==> src/rtl/ysyx_22050243_mem_arbiter.sv <==
// Shares the core memory port between IFU and LSU.
// Fixed LSU-first priority with an IFU starvation guard; one transaction in flight.
module ysyx_22050243_mem_arbiter #(
  parameter int ADDR_W        = 64,
  parameter int DATA_W        = 64,
  parameter int MAX_LSU_BURST = 4
) (
  input  logic                clk,
  input  logic                rst_n,
  input  logic                ifu_req_valid,
  output logic                ifu_req_ready,
  input  logic [ADDR_W-1:0]   ifu_addr,
  output logic                ifu_rsp_valid,
  output logic [DATA_W-1:0]   ifu_rsp_data,
  input  logic                lsu_req_valid,
  output logic                lsu_req_ready,
  input  logic [ADDR_W-1:0]   lsu_addr,
  input  logic                lsu_wen,
  input  logic [DATA_W-1:0]   lsu_wdata,
  input  logic [DATA_W/8-1:0] lsu_wmask,
  output logic                lsu_rsp_valid,
  output logic [DATA_W-1:0]   lsu_rsp_data,
  output logic                mem_req_valid,
  input  logic                mem_req_ready,
  output logic [ADDR_W-1:0]   mem_addr,
  output logic                mem_wen,
  output logic [DATA_W-1:0]   mem_wdata,
  output logic [DATA_W/8-1:0] mem_wmask,
  input  logic                mem_rsp_valid,
  input  logic [DATA_W-1:0]   mem_rsp_data,
  output logic                busy
);

  localparam int          MASK_W  = DATA_W / 8;
  localparam logic [3:0]  MAX_CNT = 4'(MAX_LSU_BURST);

  typedef enum logic [1:0] {IDLE, REQ, WAIT} state_t;

  state_t              state_reg, state_next;
  logic                owner_lsu_reg, owner_lsu_next;
  logic [3:0]          cnt_reg, cnt_next;
  logic [ADDR_W-1:0]   addr_reg, addr_next;
  logic                wen_reg, wen_next;
  logic [DATA_W-1:0]   wdata_reg, wdata_next;
  logic [MASK_W-1:0]   wmask_reg, wmask_next;

  logic lsu_win;
  logic ifu_win;
  logic rsp_hit;

  // LSU loses only when the IFU has already waited out a full burst.
  assign lsu_win = lsu_req_valid && !(ifu_req_valid && cnt_reg == MAX_CNT);
  assign ifu_win = ifu_req_valid && !lsu_win;

  always_ff @(posedge clk or negedge rst_n) begin
    if (!rst_n) begin
      state_reg     <= IDLE;
      owner_lsu_reg <= 1'b0;
      cnt_reg       <= 4'd0;
      addr_reg      <= '0;
      wen_reg       <= 1'b0;
      wdata_reg     <= '0;
      wmask_reg     <= '0;
    end else begin
      state_reg     <= state_next;
      owner_lsu_reg <= owner_lsu_next;
      cnt_reg       <= cnt_next;
      addr_reg      <= addr_next;
      wen_reg       <= wen_next;
      wdata_reg     <= wdata_next;
      wmask_reg     <= wmask_next;
    end
  end

  always_comb begin
    state_next     = state_reg;
    owner_lsu_next = owner_lsu_reg;
    cnt_next       = cnt_reg;
    addr_next      = addr_reg;
    wen_next       = wen_reg;
    wdata_next     = wdata_reg;
    wmask_next     = wmask_reg;
    lsu_req_ready  = 1'b0;
    ifu_req_ready  = 1'b0;
    case (state_reg)
      IDLE: begin
        // Readies are gated by rst_n so nothing is granted while reset is held.
        lsu_req_ready = rst_n && lsu_win;
        ifu_req_ready = rst_n && ifu_win;
        if (lsu_win) begin
          state_next     = REQ;
          owner_lsu_next = 1'b1;
          addr_next      = lsu_addr;
          wen_next       = lsu_wen;
          wdata_next     = lsu_wdata;
          wmask_next     = lsu_wmask;
          if (!ifu_req_valid)
            cnt_next = 4'd0;
          else if (cnt_reg != MAX_CNT)
            cnt_next = cnt_reg + 4'd1;
        end else if (ifu_win) begin
          state_next     = REQ;
          owner_lsu_next = 1'b0;
          addr_next      = ifu_addr;
          wen_next       = 1'b0;
          wdata_next     = '0;
          wmask_next     = '0;
          cnt_next       = 4'd0;
        end
      end
      REQ: begin
        if (mem_req_ready)
          state_next = WAIT;
      end
      WAIT: begin
        if (mem_rsp_valid)
          state_next = IDLE;
      end
      default: state_next = IDLE;
    endcase
  end

  // Responses pass straight through to the owner; strays outside WAIT are dropped.
  assign rsp_hit       = (state_reg == WAIT) && mem_rsp_valid;
  assign lsu_rsp_valid = rsp_hit && owner_lsu_reg;
  assign ifu_rsp_valid = rsp_hit && !owner_lsu_reg;
  assign lsu_rsp_data  = lsu_rsp_valid ? mem_rsp_data : '0;
  assign ifu_rsp_data  = ifu_rsp_valid ? mem_rsp_data : '0;

  assign mem_req_valid = (state_reg == REQ);
  assign mem_addr      = addr_reg;
  assign mem_wen       = wen_reg;
  assign mem_wdata     = wdata_reg;
  assign mem_wmask     = wmask_reg;
  assign busy          = (state_reg != IDLE);

endmodule

==> config.mk <==
export PLATFORM = sky130hd
export DESIGN_NAME = ysyx_22050243_mem_arbiter
export DESIGN_NICKNAME = d
export VERILOG_FILES = /design/src/rtl/ysyx_22050243_mem_arbiter.sv
export SDC_FILE = /design/constraint.sdc
export NUM_CORES = 1
export LEC_CHECK = 0
export BUFFER_PORTS_ARGS = -buffer_cell sky130_fd_sc_hd__buf_2
export CAP_MARGIN = 10
export CORE_AREA = 2 2 210 212
export DETAILED_ROUTE_END_ITERATION = 10
export DIE_AREA = 0 0 212 214
export PLACE_DENSITY_LB_ADDON = 0.1
export SLEW_MARGIN = 20
export SYNTH_ARGS = -nofsm -noshare
export SYNTH_HDL_FRONTEND = slang
export SYNTH_SLANG_ARGS = --single-unit
==> constraint.sdc <==
create_clock -name clk -period 2.7 [get_ports clk]
set_clock_uncertainty 0.1 [all_clocks]
set_input_delay 0.54 -clock clk [delete_from_list [all_inputs] [get_ports clk]]
set_output_delay 0.54 -clock clk [all_outputs]
set_load 0.01 [all_outputs]
# Word level (Yosys, flattened, before mapping)
# Cells that the tools add are included.
[classes]
n_addsub = 1
n_eq_ne = 8
n_mux = 22
n_reduce_logical = 17
[ops]
columns = ["cell", "n"]
rows = [
  ["64-bit 2-to-1 mux", 6],
  ["4-bit 2-to-1 mux", 4],
  ["8-bit 2-to-1 mux", 2],
  ["1-bit logical AND", 8],
  ["2-bit 2-to-1 mux", 4],
  ["2-bit one-hot mux with 3 select lines", 1],
  ["3-bit AND reduction", 2],
  ["1-bit 2-to-1 mux", 5],
  ["4-bit by 1-bit adder with 4-bit output (second input constant)", 1],
  ["4-bit by 3-bit == test with 1-bit output (second input constant)", 1],
  ["4-bit by 3-bit != test with 1-bit output (second input constant)", 1],
  ["2-bit nonzero test", 2],
  ["1-bit logical NOT", 3],
  ["3-bit by 2-bit != test with 1-bit output (second input constant)", 1],
  ["3-bit != test (second input constant)", 1],
  ["2-bit by 1-bit == test with 1-bit output (second input constant)", 1],
  ["2-bit == test (second input constant)", 1],
  ["2-bit logical NOT", 1],
  ["2-bit by 1-bit != test with 1-bit output (second input constant)", 1],
  ["2-bit != test (second input constant)", 1],
  ["2-bit AND reduction", 1],
]
[word_totals]
ff_bits = 144
input_bits = 271
output_inout_bits = 271
elab_cells = 55

# Logic depth before layout (Yosys ltp)
[logic_depth]
depth_word = 9
mapped_depth = 8
ltp_nobuf = 5

# Worst setup path after synthesis
# Ideal clock, no wire load.
[synth_timing]
path_type = "reg-to-output"
startpoint = "reg cnt_reg[0]"
endpoint = "out lsu_req_ready"
arrival_time_ps = 1459
required_ps = 2060
path_slack_ps = 601
stages_incl_launch_ff = 9
n_path_buf = 3
path_cell_list = "dfrtp_1 -> inv_1 -> ha_1 -> nand4b_1 -> and3_1 -> clkbuf_1 -> buf_6 -> buf_6 -> and2_1"
[synth_between]
elab_chain_cells = 6
[synth_rtl]
columns = ["item", "line_no", "text"]
rows = [
  ["start: declaration", "41", "logic [3:0] cnt_reg, cnt_next;"],
  ["start signal: assignment", "67", "cnt_reg <= cnt_next;"],
  ["4-bit by 3-bit == test with 1-bit output", "52", "assign lsu_win = lsu_req_valid && !(ifu_req_valid && cnt_reg == MAX_CNT);"],
  ["1-bit logical AND", "52", ""],
  ["1-bit logical NOT", "52", ""],
  ["1-bit logical AND", "52", ""],
  ["1-bit logical AND", "88", "lsu_req_ready = rst_n && lsu_win;"],
  ["1-bit 2-to-1 mux", "85", "case (state_reg)"],
  ["end: declaration", "16", "output logic lsu_req_ready,"],
]
# Every way passes these cells.

# Final worst setup path
[layout_timing]
startpoint = "reg state_reg[0]"
endpoint = "out ifu_rsp_data[63]"
[layout_between]
elab_chain_cells = 4
[layout_rtl]
columns = ["item", "line_no", "text"]
rows = [
  ["start: declaration", "39", "state_t state_reg, state_next;"],
  ["start signal: assignment", "65", "state_reg <= state_next;"],
  ["2-bit == test", "124", "assign rsp_hit = (state_reg == WAIT) && mem_rsp_valid;"],
  ["1-bit logical AND", "124", ""],
  ["1-bit logical AND", "126", "assign ifu_rsp_valid = rsp_hit && !owner_lsu_reg;"],
  ["64-bit 2-to-1 mux", "128", "assign ifu_rsp_data = ifu_rsp_valid ? mem_rsp_data : '0;"],
  ["end: declaration", "14", "output logic [DATA_W-1:0] ifu_rsp_data,"],
]
# Every way passes these cells.

==> results.cfg <==
[drt]
drt-met1-wl_um = 13070
wire_per_inst_um = 19.10
drt-initial-drc-count = 359
route.met3.wl_um = 2659
drc = 0
drt_pass1_iterations = 4
met2_length_um = 18030
vias = 7611
ant_nets = 0
vias_per_cell = 4.203
top_layer = met5
finalWirelength_um = 34590

[clocking]
cts_max_level = 4
cts_num_sinks = 144
hold_buffers = 1
numCtsBuffers = 17
cts_setup_buffers = 0
cts.reportedPaths.clkPinSlew_ns = 0.07
cts.repair.resized = 0
cts.path.max_buffers = 2
insertion_delay_ns = 0.44
root_buffer = clkbuf_16
cts_tree = done

[yosys]
synth_nets = 990
synth_mux_area_share_pct = 0.1569
synth_compound_area_share_pct = 17.70
ys_warn_count = 0
synth_adder_area_share_pct = 0.3487
syn_inst = 717
synth-seq-area-share_pct = 50.21
synthSimpleGateAreaFrac_pct = 22.86
synth_edf_count = 0
synth-async-reset-ratio_pct = 100.0
synth_area_um2 = 7177
synth_flop_cell = dfrtp_1
synth.avg_cell_area_um2 = 10.01
synth.distinct_cells = 28
ys_ff_latch = 144
synthXorXnorAreaFrac_pct = 0
synth_top_family_by_area = simple AND/OR/NAND/NOR gates

[cells_and_area]
nNetsFinal = 1483
drive_above_1_share_pct = 48.73
area_delta_synth_final_pct = 53.94
area.sequential_um2 = 3603
nFillCells = 4684
multi_input_area_um2 = 2954

[grt]
overflow = 0
grt_max_degree = 99
grt_pass1_vias = 7622
grt_usage_pct = 14.74
grt_pass1_wl_um = 49700
antenna_found_initial = 9

[job]
cap_violations = 0

[sta]
post-route-period-util_pct = 91.41
hold_viol_final = 0
fmax_mhz = 405.2
setup_tns_ns = 0
rsz0062_at_grt = false
slew_headroom_pct = 38.57
maxSlewViolCount = 0
fin_crit_ns = 2.468
worst_pin_slew_ns = 0.9214
final-setup-viol-count = 0

[min_path]
min_path_type = input port to flip-flop
hold-path-endpoint = mem_wdata[18]
hold_depth = 2
min_from = lsu_wdata[18]

[pwr]
power.leakage_nw = 5.939
powerDensity_nw_per_um2 = 1012
vdd_drop_max_v = 0.0006208
power_mw = 11.18

[place]
place_congestion = 0.7439
hpwl_um = 24640
io_buffer_count = 541

[setup_path]
cp.required_ns = 2.06
cp_max_fo = 65
reg2reg_to = mem_wdata[58]
r2r_slack_ns = 0.54
r2r.worst_path.cells = 6
rr_startpoint = cnt_reg[0]
critical_path_class = flip-flop to output port
endpoint_kind = output port
start_kind = flip-flop
cp-startpoint = state_reg[0]
cp.arrival_ns = 1.83

[outcome]
outcome = finished clean

[die]
num_rows = 76
die_y_um = 214
core_area_um2 = 42890
io-pin-count = 542
dieArea_um2 = 45370
initial_core_util_pct = 16.73
die_x_um = 212
through the flow:
stage               hold slack [ns]  instance area, um2  utilization (%)  setup WS (ns)  std cells
finish                       0.2143               11050            25.76         0.2318       1811
detailed placement           0.2983               10450            24.37         0.4796       1775
floorplan                    0.1444                7177                -         0.6006        717
global route                 0.1875               11040            25.75        0.06195       1809
CTS                          0.1824               11040            25.74         0.1430       1808
global placement             0.3007               10450            24.37         0.4730       1775
where the power goes:
part	switching, mW	internal, mW
registers	0.521	3.14
logic	3.00	2.09
clock network	1.13	1.30
total	4.64	6.53
placed cells by master (no fill, tap or decap), types with 7 or more instances in the layout:
master and count:
a22o_1 74, nand3_1 66, and2_1 129, buf_4 7, o221ai_1 64, clkbuf_16 17
dfrtp_1 144, inv_1 68, nand4_1 64, buf_2 540, buf_12 7
cells by family after synthesis:
family                     count (synthesis)
muxes                                      1
DFF                                      144
AOI/OAI and AO/OA                        146
adders and majority gates                  2
buffers and inverters                    150
and+or+nand+nor                          274
how the worst max path moves through the flow:
stage                                  end  slack, ns
after detailed placement     mem_wdata[30]       0.48
after floorplan              lsu_req_ready       0.60
after global placement       mem_wdata[27]       0.47
after global routing         ifu_req_ready       0.06
final                     ifu_rsp_data[63]       0.23
after CTS                 ifu_rsp_data[63]       0.14
layer usage:
layer | track usage (%) | vias up
li1 | - | 3587
met1 | 15.73 | 3652
met2 | 27.15 | 323
met3 | 4.721 | 41
met4 | 4.789 | 8
met5 | 0 | -
cell usage after synthesis (2+ instances only):
cell	n	area, um2
buf_6	4	45.04
a32o_1	3	30.03
inv_1	68	255.2
o221ai_1	64	560.5
o21ai_0	2	10.01
buf_1	4	15.01
and2_1	131	819.5
dfrtp_1	144	3603
nand2b_1	3	18.77
nand3_1	66	330.3
buf_2	27	135.1
nor2_1	2	7.510
nand4_1	64	400.4
a22o_1	74	648.1
clkbuf_1	47	176.4
ha_1	2	25.02
cell type report:
class                      count  share of cell area (%)
antenna                        3                 0.06795
timing repair buffer         556                   26.40
clock buffer                  17                   3.851
multi-input combinational    423                   26.74
tap                          585                   6.625
clock inverter                15                   1.393
inverter                      68                   2.310
sequential                   144                   32.62
critical path, cell delays in order (launching register included):
cell      delay (ns)
dfrtp_1         0.46
and4bb_2        0.35
buf_12          0.22
and2_1          0.15
buf_2           0.16
No activity file was read; power rests on OpenSTA's default activity.
